## src/rtl/uart_arb_pkg.sv

```systemverilog
// Shared definitions for the UART transmit arbiter.
//   - arb_state_e : FSM state encoding for uart_tx_arbiter
//   - Default*    : default parameter values for requester count and timeouts
package uart_arb_pkg;

  typedef enum logic [2:0] {
    StIdle,
    StOwned,
    StStart,
    StWaitAck,
    StWaitDone
  } arb_state_e;

  localparam int unsigned DefaultNumReq      = 2;
  localparam int unsigned DefaultHoldTimeout = 1024;
  localparam int unsigned DefaultAckTimeout  = 16;

endpackage

```

## src/rtl/rr_arbiter.sv

```systemverilog
// Combinational round-robin picker.
//   req_i  : request vector
//   last_i : one-hot previous owner; the search starts one position above it
//   gnt_o  : one-hot winner, all zero when nothing is requested
//   any_o  : at least one request present
module rr_arbiter #(
  parameter int unsigned NumReq = 2
) (
  input  logic [NumReq-1:0] req_i,
  input  logic [NumReq-1:0] last_i,
  output logic [NumReq-1:0] gnt_o,
  output logic              any_o
);

  logic found;

  always_comb begin
    gnt_o = '0;
    found = 1'b0;
    // Walk offsets 1..NumReq from the previous owner; offset NumReq wraps back
    // to the previous owner itself, so it only wins when it is the sole requester.
    for (int unsigned off = 1; off <= NumReq; off++) begin
      for (int unsigned k = 0; k < NumReq; k++) begin
        if (last_i[k] && !found && req_i[(k + off) % NumReq]) begin
          gnt_o[(k + off) % NumReq] = 1'b1;
          found                     = 1'b1;
        end
      end
    end
  end

  assign any_o = |req_i;

endmodule

```

## src/rtl/uart_tx_arbiter.sv

```systemverilog
// Shares one uart_tx serializer among NUM_REQ byte-stream requesters.
// Grants round-robin and holds the grant for a whole message (up to a byte
// flagged with last), so messages from different requesters never interleave.
//   clk, rst_n       : clock, asynchronous active-low reset
//   req_valid_i      : per-requester byte valid
//   req_data_i       : per-requester byte, requester k on bits [8k+7:8k]
//   req_last_i       : byte ends the requester's message
//   req_ready_o      : byte accepted on valid & ready at a rising edge
//   grant_o          : one-hot current owner, zero when idle
//   tx_data_o        : byte to uart_tx.data_i
//   tx_valid_o       : one-cycle start pulse to uart_tx.valid_i
//   tx_busy_i        : uart_tx.busy_o
//   ack_err_o        : pulse when uart_tx never acknowledged a start pulse
module uart_tx_arbiter
  import uart_arb_pkg::*;
#(
  parameter int unsigned NUM_REQ      = DefaultNumReq,
  parameter int unsigned HOLD_TIMEOUT = DefaultHoldTimeout,
  parameter int unsigned ACK_TIMEOUT  = DefaultAckTimeout
) (
  input  logic                 clk,
  input  logic                 rst_n,
  input  logic [NUM_REQ-1:0]   req_valid_i,
  input  logic [8*NUM_REQ-1:0] req_data_i,
  input  logic [NUM_REQ-1:0]   req_last_i,
  output logic [NUM_REQ-1:0]   req_ready_o,
  output logic [NUM_REQ-1:0]   grant_o,
  output logic [7:0]           tx_data_o,
  output logic                 tx_valid_o,
  input  logic                 tx_busy_i,
  output logic                 ack_err_o
);

  localparam int unsigned HoldW = $clog2(HOLD_TIMEOUT + 1);
  localparam int unsigned AckW  = $clog2(ACK_TIMEOUT + 1);

  localparam logic [HoldW-1:0]   HoldMax      = HoldW'(HOLD_TIMEOUT);
  localparam logic [AckW-1:0]    AckLast      = AckW'(ACK_TIMEOUT - 1);
  // Previous owner starts as the top requester so requester 0 wins first.
  localparam logic [NUM_REQ-1:0] LastOwnerRst = NUM_REQ'(1) << (NUM_REQ - 1);

  arb_state_e           state_q, state_d;
  logic [NUM_REQ-1:0]   owner_q, owner_d;
  logic [NUM_REQ-1:0]   last_owner_q, last_owner_d;
  logic                 last_q, last_d;
  logic [7:0]           tx_data_q, tx_data_d;
  logic [HoldW-1:0]     hold_cnt_q, hold_cnt_d;
  logic [AckW-1:0]      ack_cnt_q, ack_cnt_d;

  logic [NUM_REQ-1:0]   pick_oh;
  logic                 pick_any;

  logic                 own_valid;
  logic                 own_last;
  logic [7:0]           own_data;

  rr_arbiter #(
    .NumReq(NUM_REQ)
  ) u_rr_arbiter (
    .req_i (req_valid_i),
    .last_i(last_owner_q),
    .gnt_o (pick_oh),
    .any_o (pick_any)
  );

  // Select the current owner's request lines.
  always_comb begin
    own_valid = 1'b0;
    own_last  = 1'b0;
    own_data  = '0;
    for (int unsigned k = 0; k < NUM_REQ; k++) begin
      if (owner_q[k]) begin
        own_valid = req_valid_i[k];
        own_last  = req_last_i[k];
        own_data  = req_data_i[8*k +: 8];
      end
    end
  end

  always_comb begin
    state_d      = state_q;
    owner_d      = owner_q;
    last_owner_d = last_owner_q;
    last_d       = last_q;
    tx_data_d    = tx_data_q;
    hold_cnt_d   = hold_cnt_q;
    ack_cnt_d    = '0;
    grant_o      = '0;
    req_ready_o  = '0;
    tx_valid_o   = 1'b0;
    ack_err_o    = 1'b0;

    unique case (state_q)
      StIdle: begin
        hold_cnt_d = '0;
        if (pick_any) begin
          owner_d = pick_oh;
          state_d = StOwned;
        end
      end

      StOwned: begin
        grant_o = owner_q;
        if (!tx_busy_i) begin
          req_ready_o = owner_q;
        end
        if (own_valid && !tx_busy_i) begin
          tx_data_d  = own_data;
          last_d     = own_last;
          hold_cnt_d = '0;
          state_d    = StStart;
        end else if (hold_cnt_q == HoldMax) begin
          // Owner stalled mid-message too long: revoke and move the rr pointer.
          last_owner_d = owner_q;
          hold_cnt_d   = '0;
          state_d      = StIdle;
        end else if (own_valid) begin
          hold_cnt_d = '0;
        end else begin
          // Cannot wrap: reaching HoldMax leaves this state on the next cycle.
          hold_cnt_d = hold_cnt_q + 1'b1;
        end
      end

      StStart: begin
        grant_o    = owner_q;
        tx_valid_o = 1'b1;
        state_d    = StWaitAck;
      end

      StWaitAck: begin
        grant_o = owner_q;
        if (tx_busy_i) begin
          state_d = StWaitDone;
        end else if (ack_cnt_q == AckLast) begin
          // No acknowledge from uart_tx; treat the byte as sent.
          ack_err_o = 1'b1;
          state_d   = StWaitDone;
        end else begin
          ack_cnt_d = ack_cnt_q + 1'b1;
        end
      end

      StWaitDone: begin
        grant_o = owner_q;
        if (!tx_busy_i) begin
          if (last_q) begin
            last_owner_d = owner_q;
            state_d      = StIdle;
          end else begin
            hold_cnt_d = '0;
            state_d    = StOwned;
          end
        end
      end

      default: begin
        state_d = StIdle;
      end
    endcase
  end

  always_ff @(posedge clk or negedge rst_n) begin
    if (!rst_n) begin
      state_q      <= StIdle;
      owner_q      <= '0;
      last_owner_q <= LastOwnerRst;
      last_q       <= 1'b0;
      tx_data_q    <= '0;
      hold_cnt_q   <= '0;
      ack_cnt_q    <= '0;
    end else begin
      state_q      <= state_d;
      owner_q      <= owner_d;
      last_owner_q <= last_owner_d;
      last_q       <= last_d;
      tx_data_q    <= tx_data_d;
      hold_cnt_q   <= hold_cnt_d;
      ack_cnt_q    <= ack_cnt_d;
    end
  end

  assign tx_data_o = tx_data_q;

endmodule

```

## config.mk

```make
export PLATFORM = sky130hd
export DESIGN_NAME = uart_tx_arbiter
export DESIGN_NICKNAME = d
export VERILOG_FILES = /design/src/rtl/uart_arb_pkg.sv /design/src/rtl/rr_arbiter.sv /design/src/rtl/uart_tx_arbiter.sv
export SDC_FILE = /design/constraint.sdc
export NUM_CORES = 1
export LEC_CHECK = 0
export CAP_MARGIN = 20
export CORE_MARGIN = 4
export CORE_UTILIZATION = 51
export CTS_CLUSTER_SIZE = 24
export DETAILED_ROUTE_END_ITERATION = 10
export PLACE_DENSITY = 0.83
export SLEW_MARGIN = 20
export SYNTH_ARGS = -nofsm -noshare
export SYNTH_HDL_FRONTEND = slang
export SYNTH_HIERARCHICAL = 1
export SYNTH_SLANG_ARGS = --single-unit
```

## constraint.sdc

```tcl
create_clock -name clk -period 2.3 [get_ports clk]
set_input_delay 0.23 -clock clk [delete_from_list [all_inputs] [get_ports clk]]
set_output_delay 0.23 -clock clk [all_outputs]
set_load 0.05 [all_outputs]
```

==> impl_metrics.csv <==
group,metric,value,unit
min_path,hp-class,"in2async",
logic_synthesis,ys_types,51,
job,drv_cap,0,
power_and_ir_drop,ir_worst_vdd,812,uV
logic_synthesis,synthCells,186,
final_layout,areaGrowthSynthToFinish,27.1,%
setup_path,crit_chain,"nor2b_1 -> and2_1 -> dlygate4sd2_1",
route,finalWirelength,4140,um
sta,finalCritPeriodShare,87.8,%
setup_path,r2r_setup_slack,0.36,ns
route,viasPerCell,5.78,
setup_path,end_kind,"output pin",
final_layout,fin_nets,250,
clocking,post-cts-setup-buffer-count,0,
global_routing,gr-usage-all-layers,20.8,%
sta,finalHoldViolCount,0,
global_routing,first_global_vias,1618,
sta,finalWorstSetupSlack,0.280,ns
clocking,clock_path_buffers,2,
clocking,cts_tree,"yes",
die,die_w,67.5,um
route,initialDrtViolationCount,118,
power_and_ir_drop,p_per_area,1110,nW/um2
global_routing,grt_overflow,0,
sta,clock.fmax,0.495,GHz
power_and_ir_drop,p_leak,0.909,nW
clocking,clk_pin_slew_worst_paths,0.10,ns
die,initial_core_util,53.6,%
logic_synthesis,synthFlopType,"dfrtp_1",
setup_path,cp_slowest_cell,"dlygate4sd2_1",
logic_synthesis,ys_seq_elements,32,
sta,setup_viol,0,
die,core,3360,um2
logic_synthesis,yosys.area.top_type,"dfrtp_1",
setup_path,cp_max_fo,10,
die,die_y,67.5,um
clocking,clk_latency,0.33,ns
logic_synthesis,synth_edf_count,0,
sta,tightest_slew,0.593,ns
power_and_ir_drop,total_power,2.55,mW
setup_path,slowest_delay,0.53,ns
logic_synthesis,avgSynthCellArea,9.69,um2
logic_synthesis,yosys-top-cells-count,"dfrtp_1 (31), nor2_1 (15), nand2_1 (11)",
logic_synthesis,seq_area_frac_synth,44.5,%
global_routing,antenna_found_initial,0,
route,drcViolationCount,0,
die,die_area,4550,um2
sta,skew,0.00589,ns
clocking,cts_buffers,5,
outcome,outcome,"complete, no violations",
sta,rsz0062_at_grt,"no",
placement,dpl_worst_slack,0.280,ns
logic_synthesis,synth_fp_nets,212,
sta,fin_hold_ws,0.275,ns
clocking,cts_root_buf,"clkbuf_4",
setup_path,crit_path_start_kind,"flop",
route,wl_per_cell,15.3,um
placement,port_buffers,36,
route,drt_pre_antenna_iters,5,
logic_synthesis,yosysMostFrequentCell,"dfrtp_1",
route,vias,1561,
global_routing,grt_pass1_wl,7220,um
final_layout,drive_above_1_share,14.3,%
route,postRouteAntennaNets,0,
setup_path,crit_required,2.07,ns
setup_path,critPathArrivalTime,1.79,ns
global_routing,grt_start_max_net_pins,33,
sta,post-route-min-period,2.02,ns
sta,slew_headroom,60.4,%
logic_synthesis,synth.top_cells.by_area,"dfrtp_1 (43%), a22oi_1 (3.7%), nor2_1 (3.1%)",
clocking,htree_levels,2,
logic_synthesis,yosysWarnings,6,
logic_synthesis,netlist_area,1800,um2
sta,slew_violations,0,
logic_synthesis,synth_top_area_share,43.0,%
clocking,cts.sinks,32,
placement,place.detailed.hpwl,3010,um
setup_path,critPathKind,"reg2out",
placement,gp_congestion,0.939,
logic_synthesis,async_reset_ff_share,100,%
die,num_rows,21,
sta,setup-tns-final,0,ns
die,ioPinCount,37,
final_layout,n_antenna_cell,0,
==> sequential cells by signal, indices dropped and copies added, names as in the netlist <==
signal / cells
ack_cnt_q: 5
hold_cnt_q: 11
last_owner_q: 2
last_q: 1
owner_q: 2
state_q: 3
tx_data_o: 8
==> cell type report <==
class	instances	area (um2)
multi-input cells	138	922
flip-flops and latches	32	802
inverters	6	22.5
well taps	46	57.6
clock buffers	7	65.1
repair buffers	41	422
fillers	297	1070
==> placed cells by master (no fill, tap or decap), types with 3 or more instances in the layout <==
cell type	instances
dfrtp_1	31
clkdlybuf4s50_1	30
nor2_1	15
nand2_1	11
a21oi_1	10
a22oi_1	9
nand3_1	8
and2_1	7
o21ai_0	7
buf_4	7
inv_1	6
xnor2_1	5
a31oi_1	5
clkbuf_4	5
nor2b_1	4
nor3_1	4
mux2_2	4
nand3b_1	3
o211ai_1	3
nor4_1	3
nand4_1	3
nand2b_1	3
ha_1	3
buf_12	3
==> cell families after synthesis <==
kind of cell,synth area share [%]
and+or+nand+nor,22.6
AOI/OAI and AO/OA,20.5
DFF,44.5
buffers and inverters,4.37
xor gates and xnor gates,2.91
muxes,3.05
adders and majority gates,2.08
==> worst max-delay path, delay by kind of cell (launching register included) <==
| kind | cells | cell delay, ns |
|---|---|---|
| buf+inv | 1 | 0.53 |
| flops | 1 | 0.49 |
| simple gates | 2 | 0.44 |
==> metal layers <==
metal / GRT usage, % / vias up / share of wire [%] / wire length (um)
met1: 23.5 / 754 / 43 / 1790
met5: 0 / - / 0 / 0
met4: 6.08 / 0 / 1.2 / 50
li1: - / 751 / - / -
met2: 35.8 / 50 / 47 / 1960
met3: 8.65 / 6 / 8.3 / 343
==> path summary, 6_finish.rpt <==
path	cells past startpoint	from	to
setup / recovery	3	state_q[1]	tx_valid_o
hold / removal	2	rst_n	tx_data_o[5]
setup reg to reg	5	state_q[0]	hold_cnt_q[5]
hold reg to reg	1	ack_cnt_q[0]	ack_cnt_q[0]
max in group asynchronous	2	rst_n	last_owner_q[1]
min in group clk	1	ack_cnt_q[0]	ack_cnt_q[0]
==> per-stage QoR <==
step | area (um2) | util (%) | std cells
6_report | 2290 | 68.1 | 270
5_1_grt | 2290 | 68.1 | 270
4_1_cts | 2290 | 68.1 | 270
3_5_place_dp | 2230 | 66.2 | 263
3_3_place_gp | 2230 | 66.2 | 263
2_1_floorplan | 1800 | - | 186
==> report_power, final <==
part | internal, mW | leakage, nW | switching, mW | total [mW]
Combinational | 0.512 | 0.446 | 0.804 | 1.32
Sequential | 0.714 | 0.425 | 0.155 | 0.869
Clock | 0.173 | 0.0374 | 0.189 | 0.362
==> what timing repair did <==
action	CTS	global route
setup endpoints to repair	1	0
resized for setup	1	0
hold buffers	0	0
endpoints found under the hold margin	0	0
Note: power is estimated with default switching activity, not from simulation.
